===== src/rtl/param_pkg.sv =====
// Shared types and constants for the parameter prefetch unit: FSM states,
// word width, layer/neuron limits and the request stream tags.
package param_pkg;

  localparam int unsigned DW          = 16;
  localparam int unsigned MAX_LAYERS  = 5;
  localparam int unsigned MAX_NEURONS = 64;
  localparam int unsigned NW          = $clog2(MAX_NEURONS);
  localparam int unsigned TOT_W       = 15;

  localparam logic TAG_W = 1'b0;
  localparam logic TAG_B = 1'b1;

  typedef enum logic [2:0] {
    ST_IDLE,
    ST_CFG,
    ST_FETCH,
    ST_DRAIN,
    ST_DONE
  } state_t;

endpackage


===== src/rtl/param_fifo.sv =====
// Synchronous prefetch FIFO with a combinational head (0 when empty).
// A pop on empty is ignored; a push when full is accepted only alongside a pop.
module param_fifo #(
  parameter int unsigned DW    = 16,
  parameter int unsigned DEPTH = 4
) (
  input  logic                         clk,
  input  logic                         reset,
  input  logic                         push,
  input  logic                         pop,
  input  logic [DW-1:0]                wdata,
  output logic [DW-1:0]                head,
  output logic                         full,
  output logic                         empty,
  output logic [$clog2(DEPTH+1)-1:0]   count
);

  localparam int unsigned PW = $clog2(DEPTH);
  localparam int unsigned OW = $clog2(DEPTH + 1);

  logic [DW-1:0] mem_q [DEPTH];
  logic [DW-1:0] mem_d [DEPTH];
  logic [PW-1:0] wr_q, wr_d, rd_q, rd_d;
  logic [OW-1:0] cnt_q, cnt_d;
  logic          do_push, do_pop;

  assign empty   = (cnt_q == '0);
  assign full    = (cnt_q == OW'(DEPTH));
  assign count   = cnt_q;
  assign head    = empty ? '0 : mem_q[rd_q];
  assign do_pop  = pop && !empty;
  assign do_push = push && (!full || do_pop);

  always_comb begin
    mem_d = mem_q;
    wr_d  = wr_q;
    rd_d  = rd_q;
    cnt_d = cnt_q;
    if (do_push) begin
      mem_d[wr_q] = wdata;
      wr_d        = wr_q + PW'(1);
    end
    if (do_pop) rd_d = rd_q + PW'(1);
    case ({do_push, do_pop})
      2'b10:   cnt_d = cnt_q + OW'(1);
      2'b01:   cnt_d = cnt_q - OW'(1);
      default: cnt_d = cnt_q;
    endcase
  end

  always_ff @(posedge clk or negedge reset) begin
    if (!reset) begin
      for (int unsigned i = 0; i < DEPTH; i++) mem_q[i] <= '0;
      wr_q  <= '0;
      rd_q  <= '0;
      cnt_q <= '0;
    end else begin
      mem_q <= mem_d;
      wr_q  <= wr_d;
      rd_q  <= rd_d;
      cnt_q <= cnt_d;
    end
  end

endmodule


===== src/rtl/param_prefetch_unit.sv =====
// Walks the layer config, then streams weight/bias words from parameter memory
// into two prefetch FIFOs. Optional PARAM_CHECKSUM_EN builds the pop checksum.
module param_prefetch_unit #(
  parameter int unsigned DW         = param_pkg::DW,
  parameter int unsigned AW         = 15,
  parameter int unsigned FIFO_DEPTH = 4,
  parameter int unsigned MEM_LAT    = 2,
  parameter int unsigned WBASE      = 0,
  parameter int unsigned BBASE      = 20480
) (
  input  logic          clk,
  input  logic          reset,
  input  logic          start,
  input  logic [5:0]    no_layers,
  input  logic [5:0]    n_in,
  input  logic [5:0]    nl1,
  input  logic [5:0]    nl2,
  input  logic [5:0]    nl3,
  input  logic [5:0]    nl4,
  input  logic [5:0]    nl5,
  output logic          mem_req,
  output logic [AW-1:0] mem_addr,
  input  logic          mem_rvalid,
  input  logic [DW-1:0] mem_rdata,
  input  logic          weight_en,
  input  logic          bias_en,
  output logic [DW-1:0] wt_in,
  output logic [DW-1:0] bias_in,
  output logic          wt_valid,
  output logic          bias_valid,
  output logic          busy,
  output logic          done,
  output logic          underrun,
  output logic [DW-1:0] param_csum
);

  import param_pkg::*;

  localparam int unsigned CW = $clog2(FIFO_DEPTH + MEM_LAT + 1);
  localparam int unsigned OW = $clog2(FIFO_DEPTH + 1);

  state_t             state_q, state_d;
  logic [2:0]         idx_q, idx_d;
  logic [NW-1:0]      prev_q, prev_d;
  logic [TOT_W-1:0]   wt_tot_q, wt_tot_d, b_tot_q, b_tot_d;
  logic [TOT_W-1:0]   w_cnt_q, w_cnt_d, b_cnt_q, b_cnt_d;
  logic               rr_q, rr_d;
  logic [MEM_LAT-1:0] pv_q, pv_d, pt_q, pt_d;
  logic               underrun_q, underrun_d;

  logic [2:0]    nl_eff;
  logic [NW-1:0] n_cur, n_prev;
  logic [CW-1:0] infl_w, infl_b;
  logic          w_elig, b_elig, grant_w, grant_b, start_acc;
  logic          w_push, b_push, w_full, b_full, w_empty, b_empty;
  logic [OW-1:0] w_count, b_count;

  assign start_acc = (state_q == ST_IDLE) && start;
  assign nl_eff    = (no_layers > 6'(MAX_LAYERS)) ? 3'(MAX_LAYERS) : no_layers[2:0];
  assign n_prev    = (idx_q == 3'd0) ? n_in : prev_q;

  always_comb begin
    case (idx_q)
      3'd0:    n_cur = nl1;
      3'd1:    n_cur = nl2;
      3'd2:    n_cur = nl3;
      3'd3:    n_cur = nl4;
      default: n_cur = nl5;
    endcase
  end

  // Credits count words already tagged in the latency pipe as if they were queued.
  always_comb begin
    infl_w = '0;
    infl_b = '0;
    for (int unsigned i = 0; i < MEM_LAT; i++) begin
      if (pv_q[i] && pt_q[i] == TAG_B) infl_b = infl_b + CW'(1);
      if (pv_q[i] && pt_q[i] == TAG_W) infl_w = infl_w + CW'(1);
    end
  end

  assign w_elig  = (state_q == ST_FETCH) && (w_cnt_q < wt_tot_q) && !w_full &&
                   (CW'(w_count) + infl_w < CW'(FIFO_DEPTH));
  assign b_elig  = (state_q == ST_FETCH) && (b_cnt_q < b_tot_q) && !b_full &&
                   (CW'(b_count) + infl_b < CW'(FIFO_DEPTH));
  assign grant_w = w_elig && (!b_elig || !rr_q);
  assign grant_b = b_elig && !grant_w;
  assign mem_req = grant_w || grant_b;

  always_comb begin
    mem_addr = '0;
    if (grant_w)      mem_addr = AW'(WBASE) + AW'(w_cnt_q);
    else if (grant_b) mem_addr = AW'(BBASE) + AW'(b_cnt_q);
  end

  always_comb begin
    state_d  = state_q;
    idx_d    = idx_q;
    prev_d   = prev_q;
    wt_tot_d = wt_tot_q;
    b_tot_d  = b_tot_q;
    w_cnt_d  = w_cnt_q;
    b_cnt_d  = b_cnt_q;
    rr_d     = rr_q;
    case (state_q)
      ST_IDLE: if (start) begin
        state_d  = ST_CFG;
        idx_d    = '0;
        wt_tot_d = '0;
        b_tot_d  = '0;
        w_cnt_d  = '0;
        b_cnt_d  = '0;
        rr_d     = 1'b0;
      end
      ST_CFG: begin
        if (idx_q == nl_eff) begin
          state_d = ST_FETCH;
        end else begin
          wt_tot_d = wt_tot_q + TOT_W'(n_prev) * TOT_W'(n_cur);
          b_tot_d  = b_tot_q + TOT_W'(n_cur);
          prev_d   = n_cur;
          idx_d    = idx_q + 3'd1;
        end
      end
      ST_FETCH: begin
        if (grant_w) begin
          w_cnt_d = w_cnt_q + TOT_W'(1);
          rr_d    = 1'b1;
        end else if (grant_b) begin
          b_cnt_d = b_cnt_q + TOT_W'(1);
          rr_d    = 1'b0;
        end
        if (w_cnt_q == wt_tot_q && b_cnt_q == b_tot_q) state_d = ST_DRAIN;
      end
      ST_DRAIN: if (w_empty && b_empty && pv_q == '0) state_d = ST_DONE;
      default:  state_d = ST_IDLE;
    endcase
  end

  always_comb begin
    pv_d    = '0;
    pt_d    = '0;
    pv_d[0] = mem_req;
    pt_d[0] = grant_b ? TAG_B : TAG_W;
    for (int unsigned i = 1; i < MEM_LAT; i++) begin
      pv_d[i] = pv_q[i-1];
      pt_d[i] = pt_q[i-1];
    end
  end

  assign w_push = mem_rvalid && pv_q[MEM_LAT-1] && (pt_q[MEM_LAT-1] == TAG_W);
  assign b_push = mem_rvalid && pv_q[MEM_LAT-1] && (pt_q[MEM_LAT-1] == TAG_B);

  always_comb begin
    underrun_d = underrun_q;
    if ((weight_en && w_empty) || (bias_en && b_empty)) underrun_d = 1'b1;
    if (start_acc) underrun_d = 1'b0;
  end

  always_ff @(posedge clk or negedge reset) begin
    if (!reset) begin
      state_q    <= ST_IDLE;
      idx_q      <= '0;
      prev_q     <= '0;
      wt_tot_q   <= '0;
      b_tot_q    <= '0;
      w_cnt_q    <= '0;
      b_cnt_q    <= '0;
      rr_q       <= 1'b0;
      pv_q       <= '0;
      pt_q       <= '0;
      underrun_q <= 1'b0;
    end else begin
      state_q    <= state_d;
      idx_q      <= idx_d;
      prev_q     <= prev_d;
      wt_tot_q   <= wt_tot_d;
      b_tot_q    <= b_tot_d;
      w_cnt_q    <= w_cnt_d;
      b_cnt_q    <= b_cnt_d;
      rr_q       <= rr_d;
      pv_q       <= pv_d;
      pt_q       <= pt_d;
      underrun_q <= underrun_d;
    end
  end

  param_fifo #(.DW(DW), .DEPTH(FIFO_DEPTH)) u_wt_fifo (
    .clk(clk), .reset(reset), .push(w_push), .pop(weight_en), .wdata(mem_rdata),
    .head(wt_in), .full(w_full), .empty(w_empty), .count(w_count)
  );

  param_fifo #(.DW(DW), .DEPTH(FIFO_DEPTH)) u_b_fifo (
    .clk(clk), .reset(reset), .push(b_push), .pop(bias_en), .wdata(mem_rdata),
    .head(bias_in), .full(b_full), .empty(b_empty), .count(b_count)
  );

  assign wt_valid   = !w_empty;
  assign bias_valid = !b_empty;
  assign busy       = (state_q != ST_IDLE);
  assign done       = (state_q == ST_DONE);
  assign underrun   = underrun_q;

`ifdef PARAM_CHECKSUM_EN
  logic [DW-1:0] csum_q, csum_d;

  always_comb begin
    csum_d = csum_q;
    if (weight_en && !w_empty) csum_d = csum_d + wt_in;
    if (bias_en && !b_empty)   csum_d = csum_d + bias_in;
    if (start_acc)             csum_d = '0;
  end

  always_ff @(posedge clk or negedge reset) begin
    if (!reset) csum_q <= '0;
    else        csum_q <= csum_d;
  end

  assign param_csum = csum_q;
`else
  assign param_csum = '0;
`endif

endmodule


===== config.mk =====
export PLATFORM = sky130hd
export DESIGN_NAME = param_prefetch_unit
export DESIGN_NICKNAME = d
export VERILOG_FILES = /design/src/rtl/param_pkg.sv /design/src/rtl/param_fifo.sv /design/src/rtl/param_prefetch_unit.sv
export SDC_FILE = /design/constraint.sdc
export NUM_CORES = 1
export LEC_CHECK = 0
export CAP_MARGIN = 20
export CORE_AREA = 2 2 222 180
export CTS_BUF_LIST = sky130_fd_sc_hd__clkbuf_4 sky130_fd_sc_hd__clkbuf_8
export DETAILED_ROUTE_END_ITERATION = 10
export DIE_AREA = 0 0 224 182
export HOLD_SLACK_MARGIN = 0.08
export PLACE_DENSITY = 0.64
export SYNTH_ARGS = -nofsm -noshare
export SYNTH_HDL_FRONTEND = slang
export SYNTH_SLANG_ARGS = --single-unit

===== constraint.sdc =====
create_clock -name clk -period 5.9 [get_ports clk]
set_input_delay 1.77 -clock clk [delete_from_list [all_inputs] [get_ports clk]]
set_output_delay 1.77 -clock clk [all_outputs]
set_load 0.01 [all_outputs]

[After elaboration in Yosys (flattened, before gate mapping)]
Index checks and enable logic that the tools add are counted.
Word-level totals
  output and inout port bits: 69
  word-level logic and storage cells: 193
  bits in registers: 220
  bits of input ports: 64
Cells by class
  bitwise operators: 7
  add/sub/neg operators: 18
  eq/ne operators: 25
  reduce and logical (&&, ||, !) cells: 56
  muxes and demuxes: 50
  $mul: 1
  order comparisons: 11
Operator list (number)
  bitwise mux 64 bit: 2
  two-way mux 16 bit: 8
  two-way mux 15 bit: 8
  case mux 15 bit (2 select lines): 4
  binary-select mux 16 bit (select 2 bit): 2
  demux 16 bit (select 2 bit): 2
  adder 15 x 1 -> 15 bit (second input constant): 2
  equality test 15 bit: 2
  < comparator 15 bit: 2
  logical AND 1 bit: 27
  two-way mux 3 bit: 9
  case mux 6 bit (4 select lines): 1
  case mux 3 bit (2 select lines): 3
  adder 15 x 12 -> 15 bit: 1
  adder 15 bit (first input constant): 1
  adder 15 x 6 -> 15 bit: 1
  adder 3 x 1 -> 3 bit (second input constant): 5
  inequality test 2 bit (second input constant): 7
  equality test 3 x 2 -> 1 bit (second input constant): 4
  >= comparator 3 bit (second input constant): 4
  zero test 3 bit: 4
  multiplier 6 x 6 -> 12 bit: 1
  NOT 2 -> 3 bit: 4
  case mux 3 bit (4 select lines): 1
  other kinds (25): 63

[Depth between registers and ports, before layout]
Gate-level depths: netlist of the first run.
  depth in word-level cells: 15
  depth in mapped cells: 25
  depth with buffers taken out: 23

[By module]
A second synthesis of the first run with hierarchy kept.
Second synthesis, totals
  cell total of the unflattened synthesis: 1223
  area total of the unflattened synthesis: 13545.5 sq um
Modules (own cells, without submodules)
  param_prefetch_unit: cells an instance 801, seq. area each 1951.9 sq um, instances 1, area each 6939.2 sq um
  param_fifo: cells an instance 211, seq. area each 1776.7 sq um, instances 2, area each 3303.2 sq um

[Worst setup path after synthesis of the first run]
OpenSTA, ideal clock, no wires.
  path kind: input port to flip-flop
  start point: in nl1[4]
  end point: reg wt_tot_q[14]
  required time: 5828 ps
  stages: 18
  path buffers: 0
  library setup time: 72 ps
  setup slack: -289 ps
  data arrival time: 6117 ps
  cells stage by stage: a222oi_1 o21ai_0 mux2i_1 inv_1 nand2b_1 fa_1 fa_1 inv_1 fa_1 inv_1 fa_1 inv_1 ha_1 or3_1 o211ai_1 a31oi_1 a2111oi_0 nand4b_1
On the way
  longest elaborated chain between the ends: 5
Ends and longest elaborated chain
  start: declaration: RTL line param_prefetch_unit.sv:16  | input logic [5:0] nl1,
  case mux 6 bit (4 select lines): RTL line param_prefetch_unit.sv:63  | case (idx_q)
  via n_cur[4]: RTL line param_prefetch_unit.sv:52  | logic [NW-1:0] n_cur, n_prev;
  multiplier 6 x 6 -> 12 bit: RTL line param_prefetch_unit.sv:119  | wt_tot_d = wt_tot_q + TOT_W'(n_prev) * TOT_W'(n_cur);
  adder 15 x 12 -> 15 bit: RTL line param_prefetch_unit.sv:119
  two-way mux 15 bit: RTL line param_prefetch_unit.sv:116  | if (idx_q == nl_eff) begin
  case mux 15 bit (2 select lines): RTL line param_prefetch_unit.sv:105  | case (state_q)
  end signal: assignment: RTL line param_prefetch_unit.sv:177  | wt_tot_q <= wt_tot_d;
  end: declaration: RTL line param_prefetch_unit.sv:45  | logic [TOT_W-1:0] wt_tot_q, wt_tot_d, b_tot_q, b_tot_d;
The timed path passes the listed nets, and every way through them passes these cells. The select of a mux whose other input is x is not followed.
A chain may end at the register's enable or synchronous reset.

[Worst setup path in the final report of the first run]
  start point: in nl2[5]
  end point: reg wt_tot_q[14]
On the way
  longest elaborated chain between the ends: 5
Ends and longest elaborated chain
  start: declaration: RTL line param_prefetch_unit.sv:17  | input logic [5:0] nl2,
  case mux 6 bit (4 select lines): RTL line param_prefetch_unit.sv:63
  via n_cur[5]: RTL line param_prefetch_unit.sv:52
  multiplier 6 x 6 -> 12 bit: RTL line param_prefetch_unit.sv:119
  adder 15 x 12 -> 15 bit: RTL line param_prefetch_unit.sv:119
  two-way mux 15 bit: RTL line param_prefetch_unit.sv:116
  case mux 15 bit (2 select lines): RTL line param_prefetch_unit.sv:105
The timed path passes the listed nets, and every way through them passes these cells. The select of a mux whose other input is x is not followed.

==> flow_metrics.py, run 1 <==
metrics = {
    "route": {
        "routed-via-count": 9948,
        "vias_per_cell": 5.17,
        "post-route-drc-count": 0,
        "dr.pass1.iters": 8,
        "drt-total-wl_um": 34800,
        "drt_iter0_drc": 710,
        "wl_per_cell_um": 18.1,
        "final_antenna_net_count": 0,
    },
    "cells_and_area": {
        "drive_gt1_share_pct": 23.8,
        "final_common_cell": "dfrtp_1",
        "fin_nets": 1566,
        "multi_input_area_mm2": 0.00735,
        "mostFrequentLayoutCells": "dfrtp_1 (220), mux2_2 (128), inv_1 (110)",
        "n_fill_cell": 3655,
        "seq_area_mm2": 0.00551,
        "area_delta_synth_final_pct": 22.3,
    },
    "logic_synthesis": {
        "netlist_area_mm2": 0.0134,
        "synth_cells": 1221,
        "async_flop_share_pct": 100,
        "synth_flop_cell": "dfrtp_1",
        "synth_cell_types": 65,
        "ys_ff_latch": 220,
        "synth_edf_count": 0,
        "yosys_warnings": 0,
        "yosysSeqAreaShare_pct": 41.1,
        "avgSynthCellArea_um2": 11.0,
    },
    "floorplan": {
        "die_w_um": 224,
        "chipHeight_um": 182,
        "core_mm2": 0.0388,
        "placement_rows": 65,
        "io_pins": 133,
        "initial_core_util_pct": 34.5,
        "die-area_mm2": 0.0408,
    },
    "hold_path": {
        "hold_path_class": "reg -> reg",
        "hp-start": "pt_q[0]",
        "hold_path_end": "pt_q[1]",
        "whs_path_depth": 0,
    },
    "global_route": {
        "grt_max_degree": 115,
        "grtUsageMet1_pct": 25.4,
        "grt.met2_usage_pct": 26.1,
        "grt_usage_pct": 17.3,
        "met3_usage_pct": 3.11,
        "gr-total-overflow": 0,
        "grt_antenna_before_repair": 2,
        "busiest_layer": "met2",
        "grt_pass1_vias": 10200,
        "grt_pass1_wl_um": 56000,
    },
    "sta": {
        "setup_violations": 0,
        "hold_slack_ps": 414,
        "period_minus_slack_ps": 5870,
        "clock.fmax_ghz": 0.170,
        "hold_viol_final": 0,
        "fin_worst_skew_ps": 61.7,
        "drv_slew": 0,
        "tightest_slew_ps": 1080,
        "slew_headroom_pct": 27.7,
        "grt_setup_unrepaired": "yes",
        "final.period_utilization_pct": 99.5,
    },
    "worst_setup_path": {
        "regToRegStartpoint": "idx_q[0]",
        "critPathMaxStageDelay_ps": 520,
        "cp.required_ps": 6390,
        "arrival_ps": 6360,
        "cp_top_family": "adder cells",
        "critical_path_buf_inv_count": 5,
        "rrSetupSlack_ps": 310,
        "critPathKind": "in -> reg",
        "path_common_cell": "fa_1",
        "critPathSlowestCell": "fa_1",
        "r2r_cells": 18,
        "worstReg2RegEnd": "wt_tot_q[14]",
        "crit_fanout": 3,
        "path_cells": "clkdlybuf4s15_1 -> a222oi_1 -> o21ai_1 -> mux2i_2 -> inv_1 -> nand2b_1 -> fa_1 -> fa_1 -> inv_2 -> fa_1 -> inv_1 -> fa_1 -> inv_1 -> ha_2 -> or3_4 -> o211ai_1 -> a31oi_2 -> a2111oi_1 -> nand4b_1",
        "end_kind": "register",
        "startpoint_type": "input port",
    },
    "clocking": {
        "cts_tree": "done",
        "cts.hold.buffers_added": 0,
        "clkLatencyLatePin_ps": 570,
        "clock-sinks": 220,
        "cts_htree_levels": 2,
        "cts_made_buffers": 39,
        "clk_pin_slew_ps": 60,
        "cts_root_buf": "clkbuf_8",
        "clock_path_buffers": 3,
    },
    "placed_design": {
        "gp_congestion": 0.890,
        "hpwl_um": 24900,
        "portBuffers": 116,
    },
    "run_status": {
        "status": "finished, final reports clean",
    },
    "run": {
        "max-cap-violations": 0,
    },
}
-- worst max path at each step --
stage                start  depth (start not counted)           end
global route        nl1[1]                         19  wt_tot_q[14]
floorplan           nl1[3]                         18  wt_tot_q[14]
detailed placement  nl1[4]                         20  wt_tot_q[14]
CTS                 nl2[4]                         19  wt_tot_q[14]
finish              nl2[5]                         19  wt_tot_q[14]
global placement    nl1[3]                         21  wt_tot_q[14]
-- metrics by stage --
stage	cell area, um2	std cells	utilization (%)	setup slack [ps]	TNS [ps]
6_report	16400	1923	42.2	28.8	0
5_1_grt	16400	1918	42.2	-50.4	-53.2
4_1_cts	16300	1918	42.1	3.40	0
3_5_place_dp	15400	1840	39.6	-885	-5610
3_3_place_gp	15400	1840	39.6	-724	-4700
2_1_floorplan	13500	1236	-	-134	-153
-- cells by family after synthesis --
group | after synthesis | synth area share [%]
simple gates | 316 | 11.8
flops | 220 | 41.1
mux | 177 | 17.4
buf+inv | 177 | 5.44
compound gates | 166 | 8.62
fa+ha+maj | 116 | 12.5
xor+xnor | 48 | 3.14
other cells | 1 | 0.0280
-- state kept, by name (all words and copies together), names as in the netlist --
name,cells
u_b_fifo.mem_q,64
u_wt_fifo.mem_q,64
b_cnt_q,15
b_tot_q,15
w_cnt_q,15
wt_tot_q,15
prev_q,6
idx_q,3
state_q,3
u_b_fifo.count,3
u_wt_fifo.count,3
pt_q,2
pv_q,2
u_b_fifo.rd_q,2
u_b_fifo.wr_q,2
u_wt_fifo.rd_q,2
u_wt_fifo.wr_q,2
rr_q,1
underrun,1
-- layout make-up --
cell class / instances / share of cell area (%)
inverters: 115 / 2.65
clock inverters: 8 / 0.695
diodes: 6 / 0.0916
repair buffers: 171 / 9.56
clock buffers: 62 / 4.71
well taps: 502 / 3.83
multi-input cells: 839 / 44.9
flip-flops and latches: 220 / 33.6
-- layer usage --
layer,vias to the layer above,part of all wire (%)
li1,4624,-
met1,5035,49
met2,224,43
met3,65,4.6
met4,0,2.6
met5,-,0
-- synthesized netlist by cell type, types with 12 or more instances --
cell | count | area [um2]
a21oi_1 | 29 | 145
a22o_1 | 15 | 131
and2_1 | 41 | 257
buf_4 | 16 | 120
clkbuf_1 | 37 | 139
dfrtp_1 | 220 | 5510
fa_1 | 29 | 581
ha_1 | 87 | 1090
inv_1 | 115 | 432
mux2_2 | 128 | 1440
mux2i_1 | 17 | 170
mux4_2 | 32 | 721
nand2_1 | 68 | 255
nand2b_1 | 12 | 75.1
nand3_1 | 43 | 215
nand4_1 | 20 | 125
nor2_1 | 76 | 285
nor3_1 | 12 | 60.1
o21ai_0 | 46 | 230
xnor2_1 | 27 | 236
xor2_1 | 21 | 184
-- repair_timing --
item | CTS | global route
pin swaps | 33 | 35
resized for setup | 30 | 34
setup endpoints to repair | 7 | 19
setup buffers | 10 | 0
cloned | 0 | 0
Power of run 1 is not shown: default switching activity piles up to over one toggle a cycle in this logic, so the estimate is an artifact.
==> run 2: changes to the inputs <==
--- a/config.mk
+++ b/config.mk
@@ -10,7 +10,6 @@
 export CTS_BUF_LIST = sky130_fd_sc_hd__clkbuf_4 sky130_fd_sc_hd__clkbuf_8
 export DETAILED_ROUTE_END_ITERATION = 10
 export DIE_AREA = 0 0 224 182
-export HOLD_SLACK_MARGIN = 0.08
 export PLACE_DENSITY = 0.64
 export SYNTH_ARGS = -nofsm -noshare
 export SYNTH_HDL_FRONTEND = slang
==> results of run 2 <==
The final DEF is identical to that of run 1; final timing and power are the same.
Power of run 2 is left out for the same reason.
